**src/rtl/pdm_pkg.sv**
```systemverilog
// Shared constants and width helpers for the PDM decimator slice.
// Imported by pdm_fifo and pdm_decimator.
package pdm_pkg;

  localparam int DECIM_DEFAULT       = 64;
  localparam int FIFO_DEPTH_DEFAULT  = 4;
  localparam int SYNC_STAGES_DEFAULT = 2;

  // Midpoint of the default window, used downstream to turn
  // a ones-count into a signed PCM value.
  localparam int PCM_MID = DECIM_DEFAULT / 2;

  function automatic int cnt_width(input int decim);
    return $clog2(decim + 1);
  endfunction

  function automatic int lvl_width(input int depth);
    return $clog2(depth + 1);
  endfunction

  function automatic int ptr_width(input int depth);
    return $clog2(depth);
  endfunction

endpackage

```
**src/rtl/pdm_fifo.sv**
```systemverilog
// Synchronous first-word-fall-through FIFO for PCM samples.
// Ports: clk, reset, push/push_data, pop, head, empty, full, level.
module pdm_fifo
  import pdm_pkg::*;
#(
  parameter  int WIDTH = 7,
  parameter  int DEPTH = FIFO_DEPTH_DEFAULT,
  localparam int PTR_W = ptr_width(DEPTH),
  localparam int LVL_W = lvl_width(DEPTH)
) (
  input  logic             clk,
  input  logic             reset,
  input  logic             push,
  input  logic [WIDTH-1:0] push_data,
  input  logic             pop,
  output logic [WIDTH-1:0] head,
  output logic             empty,
  output logic             full,
  output logic [LVL_W-1:0] level
);

  logic [WIDTH-1:0] r_mem [DEPTH];
  logic [PTR_W-1:0] r_wptr;
  logic [PTR_W-1:0] r_rptr;
  logic [LVL_W-1:0] r_level;

  logic w_empty;
  logic w_full;
  logic w_do_pop;
  logic w_do_push;

  assign w_empty = (r_level == '0);
  assign w_full  = (r_level == LVL_W'(DEPTH));

  // A pop frees a slot in the same cycle, so a push
  // into a full FIFO is accepted when a pop coincides.
  assign w_do_pop  = pop & ~w_empty;
  assign w_do_push = push & (~w_full | w_do_pop);

  always_ff @(posedge clk) begin
    if (w_do_push) begin
      r_mem[r_wptr] <= push_data;
    end
  end

  always_ff @(posedge clk) begin
    if (reset) begin
      r_wptr  <= '0;
      r_rptr  <= '0;
      r_level <= '0;
    end else begin
      if (w_do_push) begin
        r_wptr <= r_wptr + PTR_W'(1);
      end
      if (w_do_pop) begin
        r_rptr <= r_rptr + PTR_W'(1);
      end
      unique case ({w_do_push, w_do_pop})
        2'b10:   r_level <= r_level + LVL_W'(1);
        2'b01:   r_level <= r_level - LVL_W'(1);
        default: r_level <= r_level;
      endcase
    end
  end

  assign head  = w_empty ? '0 : r_mem[r_rptr];
  assign empty = w_empty;
  assign full  = w_full;
  assign level = r_level;

endmodule

```
**src/rtl/pdm_decimator.sv**
```systemverilog
// Boxcar PDM-to-PCM decimator: counts ones over DECIM mic_clk rises.
// Ports: clk, reset, en, mic_clk, pdm_data in; pcm_* stream, fifo_level, overrun out.
module pdm_decimator
  import pdm_pkg::*;
#(
  parameter  int DECIM       = DECIM_DEFAULT,
  parameter  int FIFO_DEPTH  = FIFO_DEPTH_DEFAULT,
  parameter  int SYNC_STAGES = SYNC_STAGES_DEFAULT,
  localparam int CNT_W       = cnt_width(DECIM),
  localparam int LVL_W       = lvl_width(FIFO_DEPTH)
) (
  input  logic             clk,
  input  logic             reset,
  input  logic             en,
  input  logic             mic_clk,
  input  logic             pdm_data,
  output logic [CNT_W-1:0] pcm_data,
  output logic             pcm_valid,
  input  logic             pcm_ready,
  output logic [LVL_W-1:0] fifo_level,
  output logic             overrun
);

  logic [SYNC_STAGES-1:0] r_mic_sync;
  logic [SYNC_STAGES-1:0] r_pdm_sync;
  logic                   r_mic_prev;
  logic [CNT_W-1:0]       r_bit_cnt;
  logic [CNT_W-1:0]       r_ones_acc;
  logic                   r_overrun;

  logic             w_mic_s;
  logic             w_pdm_s;
  logic             w_rise;
  logic             w_last;
  logic             w_complete;
  logic [CNT_W-1:0] w_sample;
  logic             w_empty;
  logic             w_full;
  logic             w_pop;
  logic [CNT_W-1:0] w_head;

  // Both inputs go through identical chains so the data bit
  // stays aligned with the edge that qualifies it.
  always_ff @(posedge clk) begin
    if (reset) begin
      r_mic_sync <= '0;
      r_pdm_sync <= '0;
      r_mic_prev <= 1'b0;
    end else begin
      r_mic_sync <= {r_mic_sync[SYNC_STAGES-2:0], mic_clk};
      r_pdm_sync <= {r_pdm_sync[SYNC_STAGES-2:0], pdm_data};
      r_mic_prev <= w_mic_s;
    end
  end

  assign w_mic_s = r_mic_sync[SYNC_STAGES-1];
  assign w_pdm_s = r_pdm_sync[SYNC_STAGES-1];
  assign w_rise  = w_mic_s & ~r_mic_prev;

  assign w_last     = (r_bit_cnt == CNT_W'(DECIM - 1));
  assign w_complete = en & w_rise & w_last;
  assign w_sample   = r_ones_acc + CNT_W'(w_pdm_s);

  always_ff @(posedge clk) begin
    if (reset || !en) begin
      r_bit_cnt  <= '0;
      r_ones_acc <= '0;
    end else if (w_rise) begin
      if (w_last) begin
        r_bit_cnt  <= '0;
        r_ones_acc <= '0;
      end else begin
        r_bit_cnt  <= r_bit_cnt + CNT_W'(1);
        r_ones_acc <= w_sample;
      end
    end
  end

  assign w_pop = ~w_empty & pcm_ready;

  // A completed sample is lost only when the FIFO is full
  // and nothing leaves it in the same cycle.
  always_ff @(posedge clk) begin
    if (reset) begin
      r_overrun <= 1'b0;
    end else if (w_complete & w_full & ~w_pop) begin
      r_overrun <= 1'b1;
    end
  end

  pdm_fifo #(
    .WIDTH (CNT_W),
    .DEPTH (FIFO_DEPTH)
  ) u_fifo (
    .clk       (clk),
    .reset     (reset),
    .push      (w_complete),
    .push_data (w_sample),
    .pop       (w_pop),
    .head      (w_head),
    .empty     (w_empty),
    .full      (w_full),
    .level     (fifo_level)
  );

  assign pcm_data  = w_head;
  assign pcm_valid = ~w_empty;
  assign overrun   = r_overrun;

endmodule

```
**config.mk**
```make
export PLATFORM = sky130hd
export DESIGN_NAME = pdm_decimator
export DESIGN_NICKNAME = d
export VERILOG_FILES = /design/src/rtl/pdm_pkg.sv /design/src/rtl/pdm_fifo.sv /design/src/rtl/pdm_decimator.sv
export SDC_FILE = /design/constraint.sdc
export NUM_CORES = 1
export LEC_CHECK = 0
export ABC_AREA = 1
export BUFFER_PORTS_ARGS = -buffer_cell sky130_fd_sc_hd__buf_2
export CAP_MARGIN = 10
export CORE_UTILIZATION = 59
export CTS_BUF_LIST = sky130_fd_sc_hd__clkbuf_16
export DETAILED_ROUTE_END_ITERATION = 10
export GPL_ROUTABILITY_DRIVEN = 1
export GPL_TIMING_DRIVEN = 0
export PLACE_DENSITY_LB_ADDON = 0.08
export SYNTH_ARGS = -nofsm -noshare
export SYNTH_HDL_FRONTEND = slang
export SYNTH_SLANG_ARGS = --single-unit
```
**constraint.sdc**
```tcl
create_clock -name clk -period 2.2 [get_ports clk]
set_clock_uncertainty 0.05 [all_clocks]
set_input_delay 0.11 -clock clk [delete_from_list [all_inputs] [get_ports clk]]
set_output_delay 0.11 -clock clk [all_outputs]
set_load 0.01 [all_outputs]
```
### Yosys cells after proc, flatten, opt, wreduce, memory -nomap -nowiden

Memories as Yosys holds them, arrays and structs flattened. A register that Yosys moved wholly into a read port is not among the register bits.
Index checks and enable logic that the tools add are counted.

| word-level totals | value |
|---|---|
| register bits after elaboration | 27 |
| latch bits | 0 |
| memory bits (writable) | 28 |
| memory bits (read-only) | 0 |
| input port bits | 6 |
| word-level logic and storage cells | 45 |
| memories kept | 1 |

| operators by class | value |
|---|---|
| add/sub/neg operators | 6 |
| multiply operators | 0 |
| div/mod/pow operators | 0 |
| $lt $le $gt $ge | 0 |
| equal/unequal tests | 4 |
| shifts and indexed selects | 0 |
| multiplexer cells | 8 |
| bitwise gates (word level) | 13 |
| reductions and logical operators | 4 |

Memory list:

| memory | depth | bits a word | read ports | clocked after Yosys merged registers in | write ports | line | RTL |
|---|---|---|---|---|---|---|---|
| u_fifo.r_mem | 4 | 7 | 1 | 1 | 1 | pdm_fifo.sv:22 | `logic [WIDTH-1:0] r_mem [DEPTH];` |

Operator list:

| kind | count |
|---|---|
| $mux 7 | 3 |
| $and 1x1->1 | 8 |
| $add 7x1->7 | 1 |
| $add 7x1->7 const B | 1 |
| $eq 7x6->1 const B | 1 |
| $pmux 3 s2 | 1 |
| $add 2x1->2 const B | 2 |
| $mux 2 | 2 |
| $not 1->1 | 4 |
| $add 3x1->3 const B | 1 |
| $eq 3x3->1 const B | 1 |
| $logic_not 3->1 | 1 |
| $sub 3x1->3 const B | 1 |
| $eq 2x1->1 const B | 1 |
| $eq 2x2->1 const B | 1 |
| $mux 1 | 2 |
| $reduce_bool 2->1 | 1 |
| $logic_not 1->1 | 1 |
| $logic_or 1x1->1 | 1 |
| $or 1x1->1 | 1 |

### Logic depth before layout (Yosys ltp)

Gate-level depths: netlist of the first run.

| logic depth | value |
|---|---|
| depth after elaboration | 8 |
| gate-level depth with buffers | 11 |
| depth with buffers taken out | 11 |

### Modules after synthesis

Synthesis of the first run repeated with hierarchy kept, for this count alone.

| unflattened totals | value |
|---|---|
| cells, all modules | 281 |
| area total of the unflattened synthesis | 2,565.0 um^2 |

Modules (own cells, without submodules):

| module | instances | cells an instance | area an instance (um^2) |
|---|---|---|---|
| pdm_fifo | 1 | 156 | 1,590.3 |
| pdm_decimator | 1 | 125 | 974.7 |

### Worst setup path after synthesis of the first run

OpenSTA, ideal clock, no wires.

| timing path | value |
|---|---|
| path kind | register to register |
| from | register u_fifo.r_level[1], in the netlist u_fifo.level[1] |
| to | register u_fifo.r_level[2], in the netlist u_fifo.level[2] |
| data arrival time | 1,852 ps |
| data required time | 2,080 ps |
| slack | 229 ps |
| cell stages (with the launch flop) | 12 |
| clock period less this slack | 1,971 ps |
| path through | dfxtp_1 inv_1 nand2_1 nor2_4 nor2_4 ha_1 inv_1 fa_1 or2_2 nand2_1 o21ai_0 a21oi_1 |

| on the way | value |
|---|---|
| longest elaborated chain between the ends | 8 |
| elaborated cells between the ends (all ways) | 14 |
| those cells by class | add/sub (2); eq/ne (3); mux (1); bitwise (6); reduce/logical (2) |

Ends and longest elaborated chain:

| item | line | RTL |
|---|---|---|
| start, declared | pdm_fifo.sv:25 | `logic [LVL_W-1:0] r_level;` |
| start signal, assigned | pdm_fifo.sv:59 | `2'b10: r_level <= r_level + LVL_W'(1);` |
| start signal, assigned | pdm_fifo.sv:60 | `2'b01: r_level <= r_level - LVL_W'(1);` |
| start signal, assigned | pdm_fifo.sv:61 | `default: r_level <= r_level;` |
| $logic_not 3->1 (*) | pdm_fifo.sv:32 | `assign w_empty = (r_level == '0);` |
| $not 1->1 (*) | pdm_fifo.sv:37, pdm_decimator.sv:79 |  |
| $and 1x1->1 | pdm_decimator.sv:79 | `assign w_pop = ~w_empty & pcm_ready;` |
| $and 1x1->1 (*) | pdm_fifo.sv:37 | `assign w_do_pop = pop & ~w_empty;` |
| net u_fifo.w_do_pop | pdm_fifo.sv:29 | `logic w_do_pop;` |
| $or 1x1->1 | pdm_fifo.sv:38 | `assign w_do_push = push & (~w_full \| w_do_pop);` |
| $and 1x1->1 | pdm_fifo.sv:38 |  |
| $eq 2x1->1 or $eq 2x2->1 (tied branches) | pdm_fifo.sv:58 | `unique case ({w_do_push, w_do_pop})` |
| $pmux 3 s2 or $reduce_bool 2->1 (tied branches) | n/a |  |

Mark *: on every way through the listed nets, which the timed path passes. The rest lies on a longest branch.
A chain may end at the register's enable or synchronous reset.

### Worst setup path after layout of the first run

| timing path | value |
|---|---|
| from | register r_bit_cnt[0] |
| to | register u_fifo.r_level[1], in the netlist u_fifo.level[1] |

| on the way | value |
|---|---|
| longest elaborated chain between the ends | 5 |
| elaborated cells between the ends (all ways) | 7 |
| those cells by class | eq/ne (3); mux (1); bitwise (2); reduce/logical (1) |

Ends and longest elaborated chain:

| item | line | RTL |
|---|---|---|
| start, declared | pdm_decimator.sv:27 | `logic [CNT_W-1:0] r_bit_cnt;` |
| start signal, assigned | pdm_decimator.sv:73 | `r_bit_cnt <= r_bit_cnt + CNT_W'(1);` |
| $eq 7x6->1 (*) | pdm_decimator.sv:60 | `assign w_last = (r_bit_cnt == CNT_W'(DECIM - 1));` |
| $and 1x1->1 (*) | pdm_decimator.sv:61 | `assign w_complete = en & w_rise & w_last;` |
| $and 1x1->1 (*) | pdm_fifo.sv:38 |  |
| $eq 2x1->1 or $eq 2x2->1 (tied branches) | pdm_fifo.sv:58 |  |
| $pmux 3 s2 or $reduce_bool 2->1 (tied branches) | n/a |  |

Every way passes the cells marked *; elsewhere a longest branch is shown, timed or not.

==> run metrics, run 1 <==
outcome completed; pwr dens 778 mW/mm2; I/O pins 18; number of global-route vias before repair 1,689; die area 0.00446 mm2; sw frac 0.189; flops & latches, synth 57; slowest CP cell fa_1; Syn-to-layout area delta 18.7%; # DRC 0; post-synthesis instance total 271; I/O Buffers 16; Cell Count, Final, Fillers Out 358; top cell type's share of synthesized area 0.340; Initial Util 0.618; Yosys warning count 0; post-DR wirelength/cell 12.5 um; fin crit share 0.923; MaxCap Viol Count 0; initial antenna violation count 0; Fin Setup TNS 0 ns; ys async rst share 0; Net Count, Synth 286; Max-slew headroom 0.537; Power Internal 1850 uW; Sequential Power Share 0.488; number of synthesized flops with an enable pin 28; delay-heaviest family, CP adder cells; Area contributors post-synth edfxtp_1 34%, dfxtp_1 23%, nor2_1 8.3%, inv_1 5.5%, nand2_1 5.5%; Final Hold Vio Count 0; RePlAce Congestion 0.830; CTS clk-pin slew, worst paths 0.05 ns; Worst-Margin Slew 0.692 ns; worst path required time 2.40 ns; Finish-stage setup viols 0; critical path peak fanout 8; Max VDD drop 0.000573 V; fmax 0.492 GHz; post-route minimum period 2.03 ns; Yosys top cell by area edfxtp_1; Switch Pwr 431 uW; Crit path largest cell delay 0.41 ns; worst path cell trace ha_2 > nand3_4 > nor2_4 > nand3_4 > ha_1 > inv_1 > fa_1 > nor2_1 > a21oi_1 > nor2_1; pin count of the biggest net entering global routing 11; vias post-DR 1,810; worst-case clock buffer depth 2; CTS H-Tree Depth 3; clock network latency to the later pin of the worst-skew pair 0.31 ns; Worst Setup Start Kind flop; core area 0.00400 mm2; FF/Latch Area 0.00142 mm2; Multi-input gate area 916 um2; CP Class reg2reg; Post-DRT Antenna Nets 0; CTS root buffer clkbuf_16; n_diodes 0; Via-to-Cell Ratio 5.06; clk sinks 57; Worst setup EP type flop; Top FF cell, synth dfxtp_1; first-pass GRT wire length 7380 um; Pleak 0.00119 uW; overall overflow remaining after global route 0; Die H 66.8 um; Die X 66.8 um; Syn Area/Cell 9.13 um2; drt pass-1 iters 4; Logic pwr share 0.015; final WL 4460 um; iteration-0 DRC count of the detailed router 128; CTS tree built; max-slew violation count 0; Mapped Area 0.00247 mm2; # fillers 298; placed instance count 337; crit path DAT 2.23 ns; synth unique cells 23; # rows 23; Num CTS Buffers 9; aggregate global-route resource usage 0.233; crit path buf inv count 1; class of the worst hold path in2reg; DP HPWL 2970 um; post-synthesis sequential area ratio 0.575; layout cells sized above 1 0.153; nets 318; hold_ws 0.0577 ns; clock power share 0.498
Yosys cell counts, drive strengths merged (4+ instances only):
cell type,count
ha,8
nand2,36
edfxtp,28
inv,36
o21ai,21
a21oi,25
dfxtp,29
nand3,11
nor2,60
buf,4
cell usage in the layout (no fill, tap or decap), types with 2 or more instances in the layout:
cell,count
buf_2,20
a21oi_1,25
clkbuf_16,9
buf_4,3
inv_1,42
nor2_4,3
nand3_4,2
dlygate4sd3_1,2
nand2_2,3
nand4_1,2
nand3b_1,2
dfxtp_1,28
nand2_1,33
edfxtp_1,28
o21ai_0,20
ha_1,7
o21bai_1,2
nor2_2,2
xor2_1,2
nor2_1,55
nand3_1,8
worst register-to-register path: cells and delay by family (launching register included):
kind,cells,cell delay [ns]
compound gates,1,0.04
fa+ha+maj,3,0.86
buf+inv,1,0.09
flops,1,0.36
simple gates,5,0.56
logic make-up (layout without fill, tap and decap cells):
family,after synthesis,in the layout,synth area share
simple gates,113,113,0.203
flops,57,57,0.575
compound gates,48,48,0.0991
buf+inv,41,78,0.0642
fa+ha+maj,9,9,0.0486
xor+xnor,3,3,0.0106
power by group through the flow:
stage	sequential, uW	combinational (uW)	clock (uW)
global route	1110	38.9	1210
detailed placement	1130	30.2	0
CTS	1110	33.3	1160
global placement	1130	30.0	0
floorplan	1130	20.9	0
finish	1110	33.6	1140
final timing paths:
kind | start | slack (ns) | end | cells after the start
setup / recovery | r_bit_cnt[0]$_SDFFE_PP0N_ | 0.17 | u_fifo.level[1]$_SDFFE_PP0P_ | 10
hold / removal | reset | 0.06 | overrun$_SDFFE_PP0P_ | 2
setup reg to reg | r_bit_cnt[0]$_SDFFE_PP0N_ | 0.17 | u_fifo.level[1]$_SDFFE_PP0P_ | 10
hold reg to reg | r_mic_sync[0]$_SDFF_PP0_ | 0.36 | r_mic_sync[1]$_SDFF_PP0_ | 2
through the flow:
stage               worst slack (ns)  area (um2)   util  power, uW
floorplan                      0.229        2470      -       1150
global placement               0.122        2620  0.654       1160
detailed placement             0.106        2620  0.654       1160
CTS                           0.0884        2890  0.722       2300
global route                -0.00708        2940  0.734       2360
finish                         0.169        2940  0.734       2280
cell type report:
cell class | count | area share
buffer | 5 | 0.00810
multi-input combinational | 173 | 0.312
sequential | 57 | 0.485
tap | 50 | 0.0213
clock inverter | 7 | 0.00938
timing repair buffer | 21 | 0.0418
inverter | 36 | 0.0460
clock buffer | 9 | 0.0767
timing repair:
| item | in CTS | in global routing |
|---|---|---|
| endpoints found under the setup margin | 0 | 2 |
| hold endpoints to repair | 2 | 0 |
| setup buffers | 0 | 3 |
| gates resized for setup | 0 | 8 |
| hold buffers | 2 | 0 |
flip-flops by register name (all words and copies together), names as in the netlist, named ones only:
name,count
overrun,1
r_bit_cnt,7
r_mic_prev,1
r_mic_sync,2
r_ones_acc,7
r_pdm_sync,2
u_fifo.level,3
u_fifo.r_mem,28
u_fifo.r_rptr,2
u_fifo.r_wptr,2
layer usage:
metal  up-vias  GRT usage  share of wire
met5         -          0              0
met1       827      0.280           0.46
met2        28      0.376           0.49
li1        947          -              -
met4         0      0.136          0.018
met3         8     0.0599          0.037
Power figures use the tool's default switching activity.
==> run 2: changes to the inputs <==
- CAP_MARGIN: 10 -> default
- PLACE_DENSITY: default -> 0.78
- PLACE_DENSITY_LB_ADDON: 0.08 -> default
==> run 2 against run 1 <==
Effect of this change: die area unchanged; non-clock buffer count decreased by 2; first-iteration DRC count increased by 24%; utilization decreased by 0.56 points; sequential power about the same; fmax decreased by 2.5%; clock power about the same; final area decreased by 0.77%; register-to-register slack got worse by 0.05 ns; setup slack got worse by 0.053 ns; via count increased by 0.83%; sequential share of layout area increased by 0.37 points; critical path type unchanged; largest power group unchanged.
==> run metrics, run 2 (synthesized netlist as in run 1, its figures left out) <==
Logic pwr share 0.015; Syn-to-layout area delta 17.8%; Power Internal 1860 uW; clock network latency to the later pin of the worst-skew pair 0.31 ns; drt pass-1 iters 4; Fin Setup TNS 0 ns; reg-to-reg endpoint u_fifo.level[2]$_SDFFE_PP0P_; fin crit share 0.947; I/O Buffers 16; iteration-0 DRC count of the detailed router 159; worst-case clock buffer depth 2; Switch Pwr 440 uW; Biggest register u_fifo.r_mem; sw frac 0.192; final WL 4330 um; Crit path largest cell delay 0.38 ns; post-route minimum period 2.08 ns; post-DR wirelength/cell 12.2 um; first-pass GRT wire length 7180 um; Max-slew headroom 0.611; Worst-Margin Slew 0.581 ns; n_diodes 0; # rows 23; slowest CP cell fa_1; outcome completed; Via-to-Cell Ratio 5.13; most frequent cells in the layout 55 x nor2_1, 37 x inv_1, 35 x nand2_1; RSZ-0062 raised after global routing no; Sequential Power Share 0.485; Post-DRT Antenna Nets 0; Min-Delay Path Depth 2; max reg flops 28; clock power share 0.501; RePlAce Congestion 0.813; Critical Path Most Common Cell nand3_4; hold_sp reset; fmax 0.480 GHz; Max VDD drop 0.000646 V; nets 316; power consumption 2300 uW; Initial Util 0.618; Multi-input gate area 906 um2; Worst Setup Start Kind flop; CP Class reg2reg; CTS tree built; RR Startpoint r_bit_cnt[0]$_SDFFE_PP0N_; Final Hold Vio Count 0; most common cell after layout, fill and taps aside nor2_1; die area 0.00446 mm2; initial antenna violation count 0; worst path required time 2.40 ns; worst path cell trace ha_2 > nand3_4 > nor2_4 > nand3_4 > ha_1 > inv_1 > fa_1 > or2_2 > nand2_1 > o21ai_0 > a21oi_1; # DRC 0; CTS clk-pin slew, worst paths 0.05 ns; Die H 66.8 um; Die X 66.8 um; crit path DAT 2.28 ns; class of the worst hold path in2reg; Pleak 0.00117 uW; aggregate global-route resource usage 0.229; CTS H-Tree Depth 3; FF/Latch Area 0.00142 mm2; MaxCap Viol Count 0; Hold Path End r_pdm_sync[1]$_SDFF_PP0_; pin count of the biggest net entering global routing 11; max-slew violation count 0; pwr dens 789 mW/mm2; Reg2Reg Setup Slack 0.12 ns; Cell Count, Final, Fillers Out 356; I/O pins 18; CTS root buffer clkbuf_16; Worst setup EP type flop; # fillers 277; vias post-DR 1,825; Finish-stage setup viols 0; Reg2Reg Depth 11; number of global-route vias before repair 1,751; critical path peak fanout 8; delay-heaviest family, CP adder cells; clk sinks 57; DP HPWL 3020 um; Num CTS Buffers 9; crit path buf inv count 1; layout cells sized above 1 0.147; overall overflow remaining after global route 0; top flop regs u_fifo.r_mem: 28 flops, r_bit_cnt: 7 flops, r_ones_acc: 7 flops; placed instance count 337; post-route core utilization 0.728; core area 0.00400 mm2
run 2: cell count changes in the layout (fill, tap and decap cells not counted), sizes merged:
| cell | previous run | this run |
|---|---|---|
| clkinv | 1 | 5 |
| inv | 42 | 38 |
| buf | 23 | 21 |
run 2: cell type report:
| class | count | area share |
|---|---|---|
| Timing Repair Buffer | 19 | 0.0369 |
| Sequential cell | 57 | 0.488 |
| Buffer | 5 | 0.00816 |
| Tap cell | 50 | 0.0215 |
| Clock inverter | 7 | 0.0103 |
| Clock buffer | 9 | 0.0773 |
| Inverter | 36 | 0.0464 |
| Multi-Input combinational cell | 173 | 0.311 |
run 2: worst max-delay path by stage:
stage	startpoint	end	cells after the start
2_1_floorplan	u_fifo.level[1]$_SDFFE_PP0P_	u_fifo.level[2]$_SDFFE_PP0P_	11
3_3_place_gp	r_bit_cnt[0]$_SDFFE_PP0N_	u_fifo.level[2]$_SDFFE_PP0P_	11
3_5_place_dp	r_bit_cnt[0]$_SDFFE_PP0N_	u_fifo.level[2]$_SDFFE_PP0P_	11
4_1_cts	r_bit_cnt[0]$_SDFFE_PP0N_	u_fifo.level[2]$_SDFFE_PP0P_	11
5_1_grt	u_fifo.level[0]$_SDFFE_PP0P_	u_fifo.level[2]$_SDFFE_PP0P_	10
6_report	r_bit_cnt[0]$_SDFFE_PP0N_	u_fifo.level[2]$_SDFFE_PP0P_	11
run 2: metrics by stage:
| stage | instance area [um2] | hold slack, ns | setup slack, ns |
|---|---|---|---|
| 3_5_place_dp | 2620 | 0.271 | 0.0685 |
| 2_1_floorplan | 2470 | 0.167 | 0.229 |
| 3_3_place_gp | 2620 | 0.261 | 0.128 |
| 6_report | 2910 | 0.0498 | 0.117 |
| 5_1_grt | 2910 | 0.0563 | 0.00395 |
| 4_1_cts | 2890 | 0.0352 | 0.0426 |
run 2: power groups by stage:
stage                     combinational [uW]  sequential [uW]  clock, uW
after floorplan                         20.9             1130          0
after global placement                  29.8             1130          0
after detailed placement                30.3             1130          0
after CTS                               33.2             1110       1170
after global routing                    38.7             1110       1230
final                                   33.4             1110       1150
run 2: layer usage:
layer  global-route usage  wire (um)  up-vias
met5                    0          0        -
met4                0.120         78        0
met3               0.0839        150        6
met2                0.383       2140       31
met1                0.251       1960      846
li1                     -          -      942
run 2: repair_timing:
item / in CTS / in global routing
gates resized for setup: 0 / 5
hold buffers: 2 / 0
endpoints found under the setup margin: 0 / 2
hold endpoints to repair: 2 / 0
setup buffers: 0 / 1
==> run 3: changes to the inputs <==
- ABC_AREA: 1 -> default
- CAP_MARGIN: default -> 10
==> run 3 against run 2 <==
Effect of this change: the run now ends with negative setup slack left; sequential power about the same; first-iteration DRC count down 16%; sequential cell count is the same; clock power rose by 12%; cell count is 19% lower; die area decreased by 0.73%; combinational power grew 40%; sequential share of layout area down 2.0 points; critical path depth shrank 1; utilization increased by 3.4 points; synthesized area shrank 0.76%.
==> run metrics, run 3 <==
Area contributors post-synth edfxtp_1 34%, dfxtp_1 24%, mux4_2 6.4%, ha_1 4.1%, xor2_1 2.5%; crit path DAT 2.43 ns; fin crit share 1.02; Biggest register u_fifo.r_mem; outcome complete, but fails checks; RSZ-0062 raised after global routing yes; worst-case clock buffer depth 2; class of the worst hold path in2reg; n_diodes 0; post-route minimum period 2.24 ns; I/O pins 18; Worst Setup Start Kind flop; I/O Buffers 17; vias post-DR 1,629; met2 Use GR 0.436; post-route design area 0.00305 mm2; most frequent cells in the layout 28 x edfxtp_1, 24 x dfxtp_1, 20 x buf_2; Yosys top cell by area edfxtp_1; Initial Util 0.614; Top FF cell, synth dfxtp_1; Syn-to-layout area delta 24.3%; # fillers 241; GRT busiest layer met2; pwr dens 802 mW/mm2; initial antenna violation count 0; Yosys warning count 0; RePlAce Congestion 0.784; layout cells sized above 1 0.318; MaxCap Viol Count 0; DP HPWL 3060 um; # DRC 0; Pleak 0.00112 uW; first-pass GRT wire length 7530 um; GR Layer Usage met3 0.0685; placed instance count 260; post-synthesis instance total 193; iteration-0 DRC count of the detailed router 134; post-synthesis sequential area ratio 0.579; post-DR wirelength/cell 17.0 um; CTS tree built; max reg flops 28; number of synthesized flops with an enable pin 28; pin count of the biggest net entering global routing 11; overall overflow remaining after global route 0; nets 249; # rows 23; Via-to-Cell Ratio 5.64; CTS H-Tree Depth 3; Finish-stage setup viols 1; top cell type's share of synthesized area 0.343; Die H 66.5 um; Net Count, Synth 208; worst setup margin -0.0354 ns; die area 0.00442 mm2; worst path required time 2.39 ns; most common cell after layout, fill and taps aside edfxtp_1; Max-slew headroom 0.700; CTS root buffer clkbuf_16; Syn Area/Cell 12.7 um2; failing checks negative setup slack; number of global-route vias before repair 1,707; Area after DPL 0.00263 mm2; CP Class reg2reg; most frequent cell after synthesis dfxtp_1; final WL 4900 um; Cell Count, Final, Fillers Out 289; drt pass-1 iters 4; ys async rst share 0; Die X 66.5 um; Final Hold Vio Count 0; Mapped Area 0.00245 mm2; Post-DRT Antenna Nets 0; Worst-Margin Slew 0.450 ns; Max VDD drop 0.000568 V; synth cell count leaders 29 x dfxtp_1, 28 x edfxtp_1, 14 x nor2_1, 9 x nand3_1; clock network latency to the later pin of the worst-skew pair 0.32 ns; top flop regs u_fifo.r_mem: 28 flops, r_bit_cnt: 7 flops, r_ones_acc: 7 flops; core area 0.00400 mm2; Worst setup EP type flop; Num CTS Buffers 9; flops & latches, synth 57; CTS clk-pin slew, worst paths 0.05 ns; synth unique cells 41; Reg2Reg Setup Slack -0.04 ns; aggregate global-route resource usage 0.242; clk sinks 57; grt met1 use 0.261; critical path peak fanout 5; fmax 0.447 GHz; max-slew violation count 0
[run 3: stage by stage]
step | TNS, ns | utilization | hold slack, ns | power [uW] | setup slack (ns)
finish | -0.0354 | 0.763 | 0.0571 | 2450 | -0.0354
CTS | -0.133 | 0.750 | 0.0579 | 2440 | -0.133
global placement | -0.0476 | 0.657 | 0.266 | 1170 | -0.0476
detailed placement | -0.199 | 0.657 | 0.285 | 1170 | -0.149
floorplan | 0 | - | 0.132 | 1150 | 0.0325
global route | -0.0826 | 0.763 | 0.0850 | 2510 | -0.0826
[run 3: cell type report]
class,count,area [um2],share of cell area
sequential,57,1430,0.469
multi-input combinational,120,1000,0.328
clock buffer,9,225,0.0738
timing repair buffer,30,195,0.0640
tap,50,62.6,0.0205
clock inverter,7,55.1,0.0180
buffer,8,52.6,0.0172
inverter,8,30.0,0.00984
[run 3: repair_timing]
| item | CTS | global route |
|---|---|---|
| pin swaps | 4 | 5 |
| endpoints found under the hold margin | 4 | 0 |
| endpoints found under the setup margin | 2 | 2 |
| resized for setup | 1 | 8 |
| hold buffers | 5 | 0 |
| buffers inserted | 5 | 3 |
| gates cloned | 0 | 0 |
[run 3: critical path, cell delays in order, from the launching register on]
cell,delay [ns]
dfxtp_4,0.36
nor4b_4,0.36
nor2_4,0.05
and2_4,0.15
inv_2,0.06
ha_4,0.13
inv_2,0.03
fa_2,0.33
xor2_1,0.17
or3_1,0.34
a21oi_1,0.13
[run 3: worst paths after layout]
check	startpoint	endpoint	cells past startpoint
setup / recovery	u_fifo.level[1]$_SDFFE_PP0P_	u_fifo.level[2]$_SDFFE_PP0P_	10
hold / removal	en	overrun$_SDFFE_PP0P_	3
setup reg to reg	u_fifo.level[1]$_SDFFE_PP0P_	u_fifo.level[2]$_SDFFE_PP0P_	10
hold reg to reg	r_pdm_sync[0]$_SDFF_PP0_	r_pdm_sync[1]$_SDFF_PP0_	1
[run 3: kinds of logic after synthesis]
| family | Yosys count | synth area share |
|---|---|---|
| AOI/OAI and AO/OA | 20 | 0.0566 |
| buffers and inverters | 16 | 0.0336 |
| DFF | 57 | 0.579 |
| and+or+nand+nor | 70 | 0.164 |
| muxes | 8 | 0.0683 |
| xor gates and xnor gates | 13 | 0.0494 |
| adders and majority gates | 9 | 0.0489 |
[run 3: report_power, final]
part / internal (uW) / total [uW] / switching [uW]
registers: 1110 / 1110 / 2.48
clock network: 852 / 1290 / 435
logic: 21.1 / 46.9 / 25.8
total: 1980 / 2450 / 463
[run 3: metal layers]
layer	up-vias	part of all wire	wire length, um
met3	14	0.037	183
met1	800	0.38	1880
met5	-	0	0
met2	38	0.56	2740
met4	0	0.018	90
li1	777	-	-
